`src/rtl/fpu_issue_ctrl.sv`:
```
// fpu_issue_ctrl
//   Multicycle issue/capture stage wrapped around a combinational FPU.
//   Accepts one operation per valid/ready handshake. It holds the operands
//   on the FPU inputs for a per-opcode number of cycles, then registers
//   the result and presents it downstream with its destination tag.
//
// Ports
//   clk, rst_n          clock (rising edge), asynchronous active-low reset
//   flush               synchronous kill of any in-flight/pending operation
//   in_valid/in_ready   upstream handshake (in_ready is combinational)
//   in_rs1/in_rs2       single-precision operands
//   in_op, in_sel       opcode (00 add/sub, 01 mul, 10 div, 11 sqrt), add/sub select
//   in_rd               destination register tag
//   fpu_rs1/fpu_rs2     held operands to the FPU
//   fpu_control/fpu_sel held opcode and select to the FPU
//   fpu_result          combinational FPU result
//   out_valid/out_ready downstream handshake
//   out_result, out_rd  registered result and tag
//   busy                operation in EXEC or result waiting in DONE
module fpu_issue_ctrl #(
  parameter int unsigned ADDSUB_CYC = 1,
  parameter int unsigned MUL_CYC    = 2,
  parameter int unsigned DIV_CYC    = 6,
  parameter int unsigned SQRT_CYC   = 8
) (
  input  logic        clk,
  input  logic        rst_n,
  input  logic        flush,
  input  logic        in_valid,
  output logic        in_ready,
  input  logic [31:0] in_rs1,
  input  logic [31:0] in_rs2,
  input  logic [1:0]  in_op,
  input  logic        in_sel,
  input  logic [4:0]  in_rd,
  output logic [31:0] fpu_rs1,
  output logic [31:0] fpu_rs2,
  output logic [1:0]  fpu_control,
  output logic        fpu_sel,
  input  logic [31:0] fpu_result,
  output logic        out_valid,
  input  logic        out_ready,
  output logic [31:0] out_result,
  output logic [4:0]  out_rd,
  output logic        busy
);

  typedef enum logic [1:0] {
    IDLE = 2'd0,
    EXEC = 2'd1,
    DONE = 2'd2
  } state_e;

  // The counter is loaded with LAT-1 so the capture happens on the edge where it reads 0.
  localparam logic [3:0] ADDSUB_M1 = 4'(ADDSUB_CYC - 1);
  localparam logic [3:0] MUL_M1    = 4'(MUL_CYC - 1);
  localparam logic [3:0] DIV_M1    = 4'(DIV_CYC - 1);
  localparam logic [3:0] SQRT_M1   = 4'(SQRT_CYC - 1);

  state_e      state_q, state_d;
  logic [3:0]  cnt_q, cnt_d;
  logic [31:0] rs1_q, rs1_d;
  logic [31:0] rs2_q, rs2_d;
  logic [1:0]  op_q, op_d;
  logic        sel_q, sel_d;
  logic [4:0]  rd_q, rd_d;
  logic [31:0] res_q, res_d;
  logic [4:0]  ord_q, ord_d;
  logic        ovalid_q, ovalid_d;

  logic        accept;
  logic        load;
  logic [3:0]  lat_m1;

  assign in_ready = !flush && ((state_q == IDLE) || ((state_q == DONE) && out_ready));
  assign accept   = in_valid && in_ready;

  always_comb begin
    lat_m1 = ADDSUB_M1;
    case (in_op)
      2'b00:   lat_m1 = ADDSUB_M1;
      2'b01:   lat_m1 = MUL_M1;
      2'b10:   lat_m1 = DIV_M1;
      default: lat_m1 = SQRT_M1;
    endcase
  end

  always_comb begin
    state_d  = state_q;
    cnt_d    = cnt_q;
    rs1_d    = rs1_q;
    rs2_d    = rs2_q;
    op_d     = op_q;
    sel_d    = sel_q;
    rd_d     = rd_q;
    res_d    = res_q;
    ord_d    = ord_q;
    ovalid_d = ovalid_q;
    load     = 1'b0;

    if (flush) begin
      // Kill only the control bits; data registers keep their contents.
      state_d  = IDLE;
      ovalid_d = 1'b0;
    end else begin
      case (state_q)
        IDLE: begin
          if (accept) begin
            load    = 1'b1;
            state_d = EXEC;
          end
        end
        EXEC: begin
          if (cnt_q == 4'd0) begin
            res_d    = fpu_result;
            ord_d    = rd_q;
            ovalid_d = 1'b1;
            state_d  = DONE;
          end else begin
            cnt_d = cnt_q - 4'd1;
          end
        end
        DONE: begin
          if (out_ready) begin
            ovalid_d = 1'b0;
            if (accept) begin
              load    = 1'b1;
              state_d = EXEC;
            end else begin
              state_d = IDLE;
            end
          end
        end
        default: begin
          state_d  = IDLE;
          ovalid_d = 1'b0;
        end
      endcase
    end

    if (load) begin
      rs1_d = in_rs1;
      rs2_d = in_rs2;
      op_d  = in_op;
      sel_d = in_sel;
      rd_d  = in_rd;
      cnt_d = lat_m1;
    end
  end

  always_ff @(posedge clk or negedge rst_n) begin
    if (!rst_n) begin
      state_q  <= IDLE;
      cnt_q    <= 4'd0;
      rs1_q    <= 32'd0;
      rs2_q    <= 32'd0;
      op_q     <= 2'd0;
      sel_q    <= 1'b0;
      rd_q     <= 5'd0;
      res_q    <= 32'd0;
      ord_q    <= 5'd0;
      ovalid_q <= 1'b0;
    end else begin
      state_q  <= state_d;
      cnt_q    <= cnt_d;
      rs1_q    <= rs1_d;
      rs2_q    <= rs2_d;
      op_q     <= op_d;
      sel_q    <= sel_d;
      rd_q     <= rd_d;
      res_q    <= res_d;
      ord_q    <= ord_d;
      ovalid_q <= ovalid_d;
    end
  end

  assign fpu_rs1     = rs1_q;
  assign fpu_rs2     = rs2_q;
  assign fpu_control = op_q;
  assign fpu_sel     = sel_q;
  assign out_result  = res_q;
  assign out_rd      = ord_q;
  assign out_valid   = ovalid_q;
  assign busy        = (state_q != IDLE);

endmodule

```
`config.mk`:
```
export PLATFORM = sky130hd
export DESIGN_NAME = fpu_issue_ctrl
export DESIGN_NICKNAME = d
export VERILOG_FILES = /design/src/rtl/fpu_issue_ctrl.sv
export SDC_FILE = /design/constraint.sdc
export NUM_CORES = 1
export LEC_CHECK = 0
export ABC_AREA = 1
export CAP_MARGIN = 20
export CORE_MARGIN = 2
export CORE_UTILIZATION = 44
export CTS_BUF_LIST = sky130_fd_sc_hd__clkbuf_4 sky130_fd_sc_hd__clkbuf_8 sky130_fd_sc_hd__clkbuf_16
export CTS_CLUSTER_SIZE = 25
export DETAILED_ROUTE_END_ITERATION = 10
export PLACE_DENSITY = 0.9
export SETUP_SLACK_MARGIN = 0.1
export SLEW_MARGIN = 20
export SYNTH_ARGS = -nofsm -noshare
export SYNTH_HDL_FRONTEND = slang
export SYNTH_SLANG_ARGS = --single-unit
```
`constraint.sdc`:
```
create_clock -name clk -period 2.7 [get_ports clk]
set_input_delay 0.675 -clock clk [delete_from_list [all_inputs] [get_ports clk]]
set_output_delay 0.675 -clock clk [all_outputs]
set_load 0.01 [all_outputs]
```
======== Yosys cells after proc, flatten, opt, wreduce, memory -nomap -nowiden ========
Index checks and enable logic that the tools add are counted.
Widths: inputs -> output; s select.
storage, ports and cells
  output and inout bits ................... 107
  flip-flop bits (word level) ............. 116
  bits of input ports ..................... 109
  logic and storage cells ................. 55
cells by class
  bitwise gates (word level) .............. 1
  add/subtract/negate cells ............... 1
  eq/ne operators ......................... 10
  reductions and logical operators ........ 14
  mux-type cells .......................... 19
operators by type and width
  operator             number
  $mux 4               4
  $reduce_and 3->1     4
  $ne 3x3->1 const B   3
  $pmux 3 s3           1
  $mux 2               4
  $mux 1               7
  $pmux 2 s3           1
  $eq 2x1->1 const B   2
  $eq 2x2->1 const B   2
  $logic_not 2->1      2
  $logic_not 4->1      1
  $ne 2x2->1 const B   2
  $reduce_bool 2->1    2
  $sub 4x1->4 const B  1
  $logic_and 1x1->1    3
  $pmux 1 s3           1
  $ne 2x1->1 const B   1
  $pmux 1 s2           1
  $logic_not 1->1      1
  $logic_or 1x1->1     1
  $not 1->1            1

======== Depth between registers and ports, before layout ========
Gate-level depths: netlist (run 1).
  depth in word-level cells ............... 11
  gate-level depth with buffers ........... 8
  mapped depth without buffers ............ 7

======== Worst setup path after synthesis (run 1) ========
OpenSTA, ideal clock, no wires.
  kind .................................... input port to output port
  from .................................... input out_ready
  to ...................................... output in_ready
  cell stages on the path ................. 3
  setup slack ............................. 1.007 ns
  arrival ................................. 1.018 ns
  path buffers ............................ 0
  path through ............................ inv_1 nand2_1 and2_1
on the way
  cells in the longest elaborated chain, start to end .. 3
RTL lines
  item               line  RTL
  from (decl)        42    input logic out_ready,
  $logic_and 1x1->1  75    assign in_ready = !flush && ((state_q == IDLE) || ((state_q == DONE) && out_ready));
  $logic_or 1x1->1   75
  $logic_and 1x1->1  75
  to (decl)          30    output logic in_ready,
No other way between the ends.

======== Worst setup path after layout (run 1) ========
  from .................................... register state_q[0]
  to ...................................... output busy
on the way
  cells in the longest elaborated chain, start to end .. 1
RTL lines
  item                    line  RTL
  from (decl)             60    state_e state_q, state_d;
  from (signal assigned)  164   state_q <= state_d;
  $reduce_bool 2->1       184   assign busy = (state_q != IDLE);
  to (decl)               45    output logic busy
No other way between the ends.

==> results.ini, run 1 <==
[run_status]
outcome=completed

[timing]
setup_viol=0
finalMaxSlewViolations=0
grt_setup_unrepaired=false
finalSetupTns_ns=0
period_share=0.889
fin_crit_ns=2.40
fmax_mhz=417
relSlewSlack=0.719
worstMarginPinSlew_ns=0.421
hold_viol_final=0
clock_skew_ns=0.00931

[logic_synthesis]
synth_xor_area_frac=0.00190
synthMuxAreaShare=0
synth_top_family_by_area=simple AND/OR/NAND/NOR gates
async_reset_ff_frac=1.00
synth_edf_count=0
synth_flop_cell=dfrtp_1
synth_cell_types=21
syn_nets=632
synth_area_per_cell_um2=8.84
synth_area_um2=4610
yosysWarnings=0
yosys.area_share.simple=0.301
synth_fa_ha_area_frac=0.00271
ys_ff_latch=116
synth_seq_area_share=0.629
synth_compound_area_frac=0.0147
synth_cells=522

[routing]
first_iter_violations=326
drc_errors=0
viasPerCell=4.78
final_antenna_net_count=0
totalWireLength_mm=12.5
post_drt_wl_per_cell_um=14.0
drt_pass1_iterations=4
vias=4253

[place]
place_congestion=0.792
dpl_cell_area_um2=6890
port_buffers=215
hpwlAfterDp_mm=8.93

[clock_tree]
cts_tree=yes
h-tree-depth=4
cts_setup_buffers=0
clock_latency_ns=0.51
clk_pin_slew_ns=0.06
cts_hold_buf=0
cts_root_buffer=clkbuf_8
cts.sinks=116
numCtsBuffers=17
clockBufferDepth=2

[pwr]
ir_drop_mv=0.526
combPwrFrac=0.361
switching_share=0.318
power.net_switching_w=0.00246
p_int_w=0.00529
p_per_area_nw_per_um2=1040
clockPowerShare=0.283
pwr-share-seq=0.356
leakage_nw=3.71

[floorplan]
dieArea_um2=11300
core-area_um2=10200
row_count=37
pin_count=216
initial_core_util=0.451
die_w_um=106
fp.dieH_um=106

[worst_setup_path]
critPathMaxFanout=4
start_kind=flop
crit_required_ns=2.03
r2r_cells=9
critPathCaptureType=output pin
path_cells=or2_2, clkdlybuf4s50_1
rr_startpoint=cnt_q[0]$_DFFE_PN0P_
r2r_slack_ns=0.73
arrival_ns=1.73
slowest_stage=clkdlybuf4s50_1
critPathKind=reg -> out
worstReg2RegEnd=out_rd[1]$_DFFE_PN0P_
max_stage_delay_ns=0.48

[layout]
n_fill_cell=711
mostFrequentLayoutCells=nand2_1, clkdlybuf4s50_1, dfrtp_1
nNetsFinal=851
drive_gt1_frac=0.0676
final_common_cell=nand2_1
areaGrowthSynthToFinish_pct=62.2
design_area_um2=7480
num_antenna_cells=0

[global_routing]
grt_first_pass_wirelength_mm=19.9
grt_usage=0.224
grt_max_degree=60
grt_antenna_before_repair=0
gr-total-overflow=0
grt_pass1_vias=4215

[worst_hold_path]
min_path_type=in -> async

[run]
drv_cap=0

[state kept, by name, indices dropped and copies added, names as in the netlist]
| name | count |
|---|---|
| fpu_rs2 | 32 |
| fpu_control | 2 |
| fpu_rs1 | 32 |
| out_valid | 1 |
| out_rd | 5 |
| cnt_q | 4 |
| rd_q | 5 |
| out_result | 32 |
| fpu_sel | 1 |
| state_q | 2 |
[through the flow]
stage	hold slack, ns	instances	total power (W)	utilization	setup slack, ns
3_3_place_gp	0.454	858	0.00545	0.673	0.126
3_5_place_dp	0.459	858	0.00558	0.673	0.0922
6_report	0.0633	890	0.00776	0.731	0.299
2_1_floorplan	0.379	522	0.00391	-	1.01
4_1_cts	0.0582	890	0.00782	0.731	0.135
5_1_grt	0.0725	890	0.00819	0.731	0.242
[logic make-up after synthesis]
group / count (synthesis)
AOI/OAI and AO/OA: 13
buffers and inverters: 44
xor gates and xnor gates: 1
and+or+nand+nor: 347
adders and majority gates: 1
DFF: 116
[power groups by stage]
| stage | logic [W] | registers (W) | clock network [W] |
|---|---|---|---|
| after floorplan | 0.000898 | 0.00301 | 0 |
| after global placement | 0.00271 | 0.00273 | 0 |
| after detailed placement | 0.00282 | 0.00276 | 0 |
| after CTS | 0.00283 | 0.00276 | 0.00223 |
| after global routing | 0.00304 | 0.00283 | 0.00233 |
| final | 0.00280 | 0.00276 | 0.00220 |
[cell usage after synthesis, types with 2 or more instances]
library cell	n	area share
nor2_4	2	0.0049
nand2_1	296	0.24
buf_2	16	0.017
clkbuf_1	3	0.0024
buf_6	5	0.012
inv_2	2	0.0016
buf_4	2	0.0033
dfrtp_1	116	0.63
nor2_1	2	0.0016
nand4_1	4	0.0054
nand3_1	39	0.042
inv_1	16	0.013
o21ai_1	5	0.0054
o21ai_0	7	0.0076
[critical path, delay by kind of cell, from the launching register on]
kind	cells	cell delay, ns
buffers and inverters	1	0.48
and+or+nand+nor	1	0.31
DFF	1	0.43
[cell type report]
type | count | area, um^2 | area share
clock buffer | 18 | 428 | 0.0572
clock inverter | 14 | 161 | 0.0216
inverter | 18 | 67.6 | 0.00903
multi-input combinational | 362 | 1480 | 0.198
sequential | 116 | 2900 | 0.388
tap | 136 | 170 | 0.0228
timing repair buffer | 226 | 2270 | 0.304
[how the worst max path moves through the flow]
stage	to	startpoint	cells past startpoint	slack (ns)
finish	busy	state_q[0]$_DFFE_PN0P_	2	0.30
detailed placement	in_ready	flush	4	0.09
CTS	in_ready	out_ready	5	0.14
floorplan	in_ready	out_ready	3	1.01
global route	busy	state_q[0]$_DFFE_PN0P_	2	0.24
global placement	in_ready	flush	4	0.13
[routing by layer]
layer	global-route usage	vias to the layer above	wire length, um
met5	0	-	0
met4	0.0808	0	125
met3	0.0766	10	1110
met2	0.378	192	6200
met1	0.267	2002	5040
li1	-	2049	-
[repair_timing]
action	in CTS	in global routing
hold endpoints to repair	0	0
setup endpoints to repair	1	1
pin swaps	0	0
resized for setup	1	1
Note: power is estimated with default switching activity, not from simulation.
==> inputs of run 2 (changes only) <==
--- a/config.mk
+++ b/config.mk
@@ -6,6 +6,7 @@
 export NUM_CORES = 1
 export LEC_CHECK = 0
 export ABC_AREA = 1
+export ABC_CLOCK_PERIOD_IN_PS = 2800
 export CAP_MARGIN = 20
 export CORE_MARGIN = 2
 export CORE_UTILIZATION = 44
==> constraint.sdc (replaced) <==
create_clock -name clk -period 2.8 [get_ports clk]
set_input_delay 0.7 -clock clk [delete_from_list [all_inputs] [get_ports clk]]
set_output_delay 0.7 -clock clk [all_outputs]
set_load 0.01 [all_outputs]
==> results.ini, run 2 (synthesis results as in run 1) <==
[run]
drv_cap=0  ; unchanged

[layout]
num_antenna_cells=0  ; unchanged
nNetsFinal=850  ; -0.12%
mostFrequentLayoutCells=nand2_1, clkdlybuf4s50_1, dfrtp_1
areaGrowthSynthToFinish_pct=63.0
drive_gt1_frac=0.0664  ; -0.00124
final_common_cell=nand2_1
finalCoreUtilization=0.735  ; +0.00391
design_area_um2=7520  ; +0.54%

[worst_hold_path]
min_path_type=in -> async

[clock_tree]
clock_latency_ns=0.49  ; -0.02 ns
cts_tree=yes
cts_root_buffer=clkbuf_8
clockBufferDepth=2  ; unchanged
numCtsBuffers=17  ; unchanged
clk_pin_slew_ns=0.05  ; about the same
h-tree-depth=4  ; unchanged
cts.sinks=116  ; unchanged
cts_hold_buf=0  ; unchanged

[global_routing]
grt_pass1_vias=4280  ; +1.5%
gr-total-overflow=0  ; unchanged
grt_max_degree=78  ; +30%
grt_antenna_before_repair=0  ; unchanged
grt_first_pass_wirelength_mm=20.5  ; +3.0%
grt_usage=0.231  ; +0.00701

[timing]
clock_skew_ns=0.00581  ; -0.00349 ns
finalMaxSlewViolations=0  ; unchanged
relSlewSlack=0.618  ; -0.101
finalSetupTns_ns=0  ; unchanged
fin_crit_ns=2.65
fmax_mhz=378
period_share=0.945
setup_viol=0  ; unchanged
worstMarginPinSlew_ns=0.573  ; +0.152 ns
hold_viol_final=0  ; unchanged
holdWs_ns=0.200  ; +0.136 ns
grt_setup_unrepaired=false

[worst_setup_path]
path_buf_inv=3  ; +2
critPathKind=in -> out
critPathTopFamily=buffers and inverters
max_stage_delay_ns=0.53  ; +0.05 ns
path_common_cell=clkdlybuf4s50_1
r2r_slack_ns=0.82  ; +0.09 ns
critPathMaxFanout=2  ; -2
arrival_ns=1.95  ; +0.22 ns
start_kind=primary input
slowest_stage=clkdlybuf4s50_1
critPathCaptureType=output pin
path_cells=clkdlybuf4s50_1, inv_1, nand2_1, and2_1, clkdlybuf4s50_1
crit_required_ns=2.10  ; +0.07 ns

[routing]
final_antenna_net_count=0  ; unchanged
totalWireLength_mm=12.7  ; +1.8%
vias=4302  ; +1.2%
viasPerCell=4.84  ; +1.3%
first_iter_violations=315  ; -3.4%
post_drt_wl_per_cell_um=14.3  ; +1.9%
drc_errors=0  ; unchanged
drt_pass1_iterations=5  ; +1

[place]
port_buffers=215  ; unchanged
place_congestion=0.790  ; -0.25%
hpwlAfterDp_mm=8.75  ; -2.0%
dpl_cell_area_um2=6890  ; about the same

[floorplan]
die_w_um=106  ; unchanged
row_count=37  ; unchanged
pin_count=216  ; unchanged
fp.dieH_um=106  ; unchanged
dieArea_um2=11300  ; unchanged
core-area_um2=10200  ; unchanged
initial_core_util=0.451  ; unchanged

[run_status]
outcome=completed

[pwr]
p_per_area_nw_per_um2=1010  ; -2.4%
ir_drop_mv=0.467  ; -11%
leakage_nw=3.73  ; +0.75%

==> run 2: metal layers <==
metal / global-route usage / routed length (um)
met5: 0 / 0
met4: 0.0883 / 171
met3: 0.0803 / 1100
met2: 0.385 / 6270
met1: 0.277 / 5160
==> run 2: worst paths after layout <==
kind	cells past startpoint	endpoint	start
setup reg to reg	9	out_result[0]$_DFFE_PN0P_	cnt_q[0]$_DFFE_PN0P_
min in group clk	2	out_result[17]$_DFFE_PN0P_	out_result[17]$_DFFE_PN0P_
hold reg to reg	2	out_result[17]$_DFFE_PN0P_	out_result[17]$_DFFE_PN0P_
hold / removal	1	state_q[1]$_DFFE_PN0P_	rst_n
setup / recovery	5	in_ready	out_ready
max in group asynchronous	2	fpu_rs2[4]$_DFFE_PN0P_	rst_n
==> run 2: report_power, final <==
group          internal [W]  switching, W  total [W]
Clock               0.00153      0.000706    0.00223
Combinational       0.00144       0.00127    0.00272
Sequential          0.00230      0.000365    0.00266
==> run 2: cell type report <==
class	instances	area, um^2
flip-flops and latches	116	2900
fillers	684	2710
repair buffers	225	2280
multi-input cells	362	1480
clock buffers	22	470
well taps	136	170
clock inverters	10	153
inverters	18	67.6
==> run 2: repair_timing <==
action | CTS | global route
gates resized for setup | 0 | 1
pin swaps | 1 | 0
hold endpoints to repair | 0 | 0
endpoints found under the setup margin | 1 | 1
buffers inserted | 1 | 0
==> run 2: worst reg2reg max path, delay by kind of cell (launching register included) <==
| family | cells | cell delay (ns) |
|---|---|---|
| flops | 1 | 0.37 |
| buf+inv | 3 | 0.73 |
| simple gates | 5 | 0.53 |
| fa+ha+maj | 1 | 0.23 |
==> run 2: stage by stage <==
stage / worst slack (ns) / total power [W] / instances
6_report: 0.154 / 0.00761 / 889
5_1_grt: 0.115 / 0.00806 / 889
4_1_cts: 0.117 / 0.00767 / 889
3_5_place_dp: 0.0721 / 0.00537 / 856
3_3_place_gp: 0.109 / 0.00525 / 856
2_1_floorplan: 1.06 / 0.00377 / 522
==> inputs of run 3 (changes only) <==
--- a/config.mk
+++ b/config.mk
@@ -6,7 +6,6 @@
 export NUM_CORES = 1
 export LEC_CHECK = 0
 export ABC_AREA = 1
-export ABC_CLOCK_PERIOD_IN_PS = 2800
 export CAP_MARGIN = 20
 export CORE_MARGIN = 2
 export CORE_UTILIZATION = 44
==> results of run 3 <==
Final layout, timing and power as in run 2 (identical DEF).
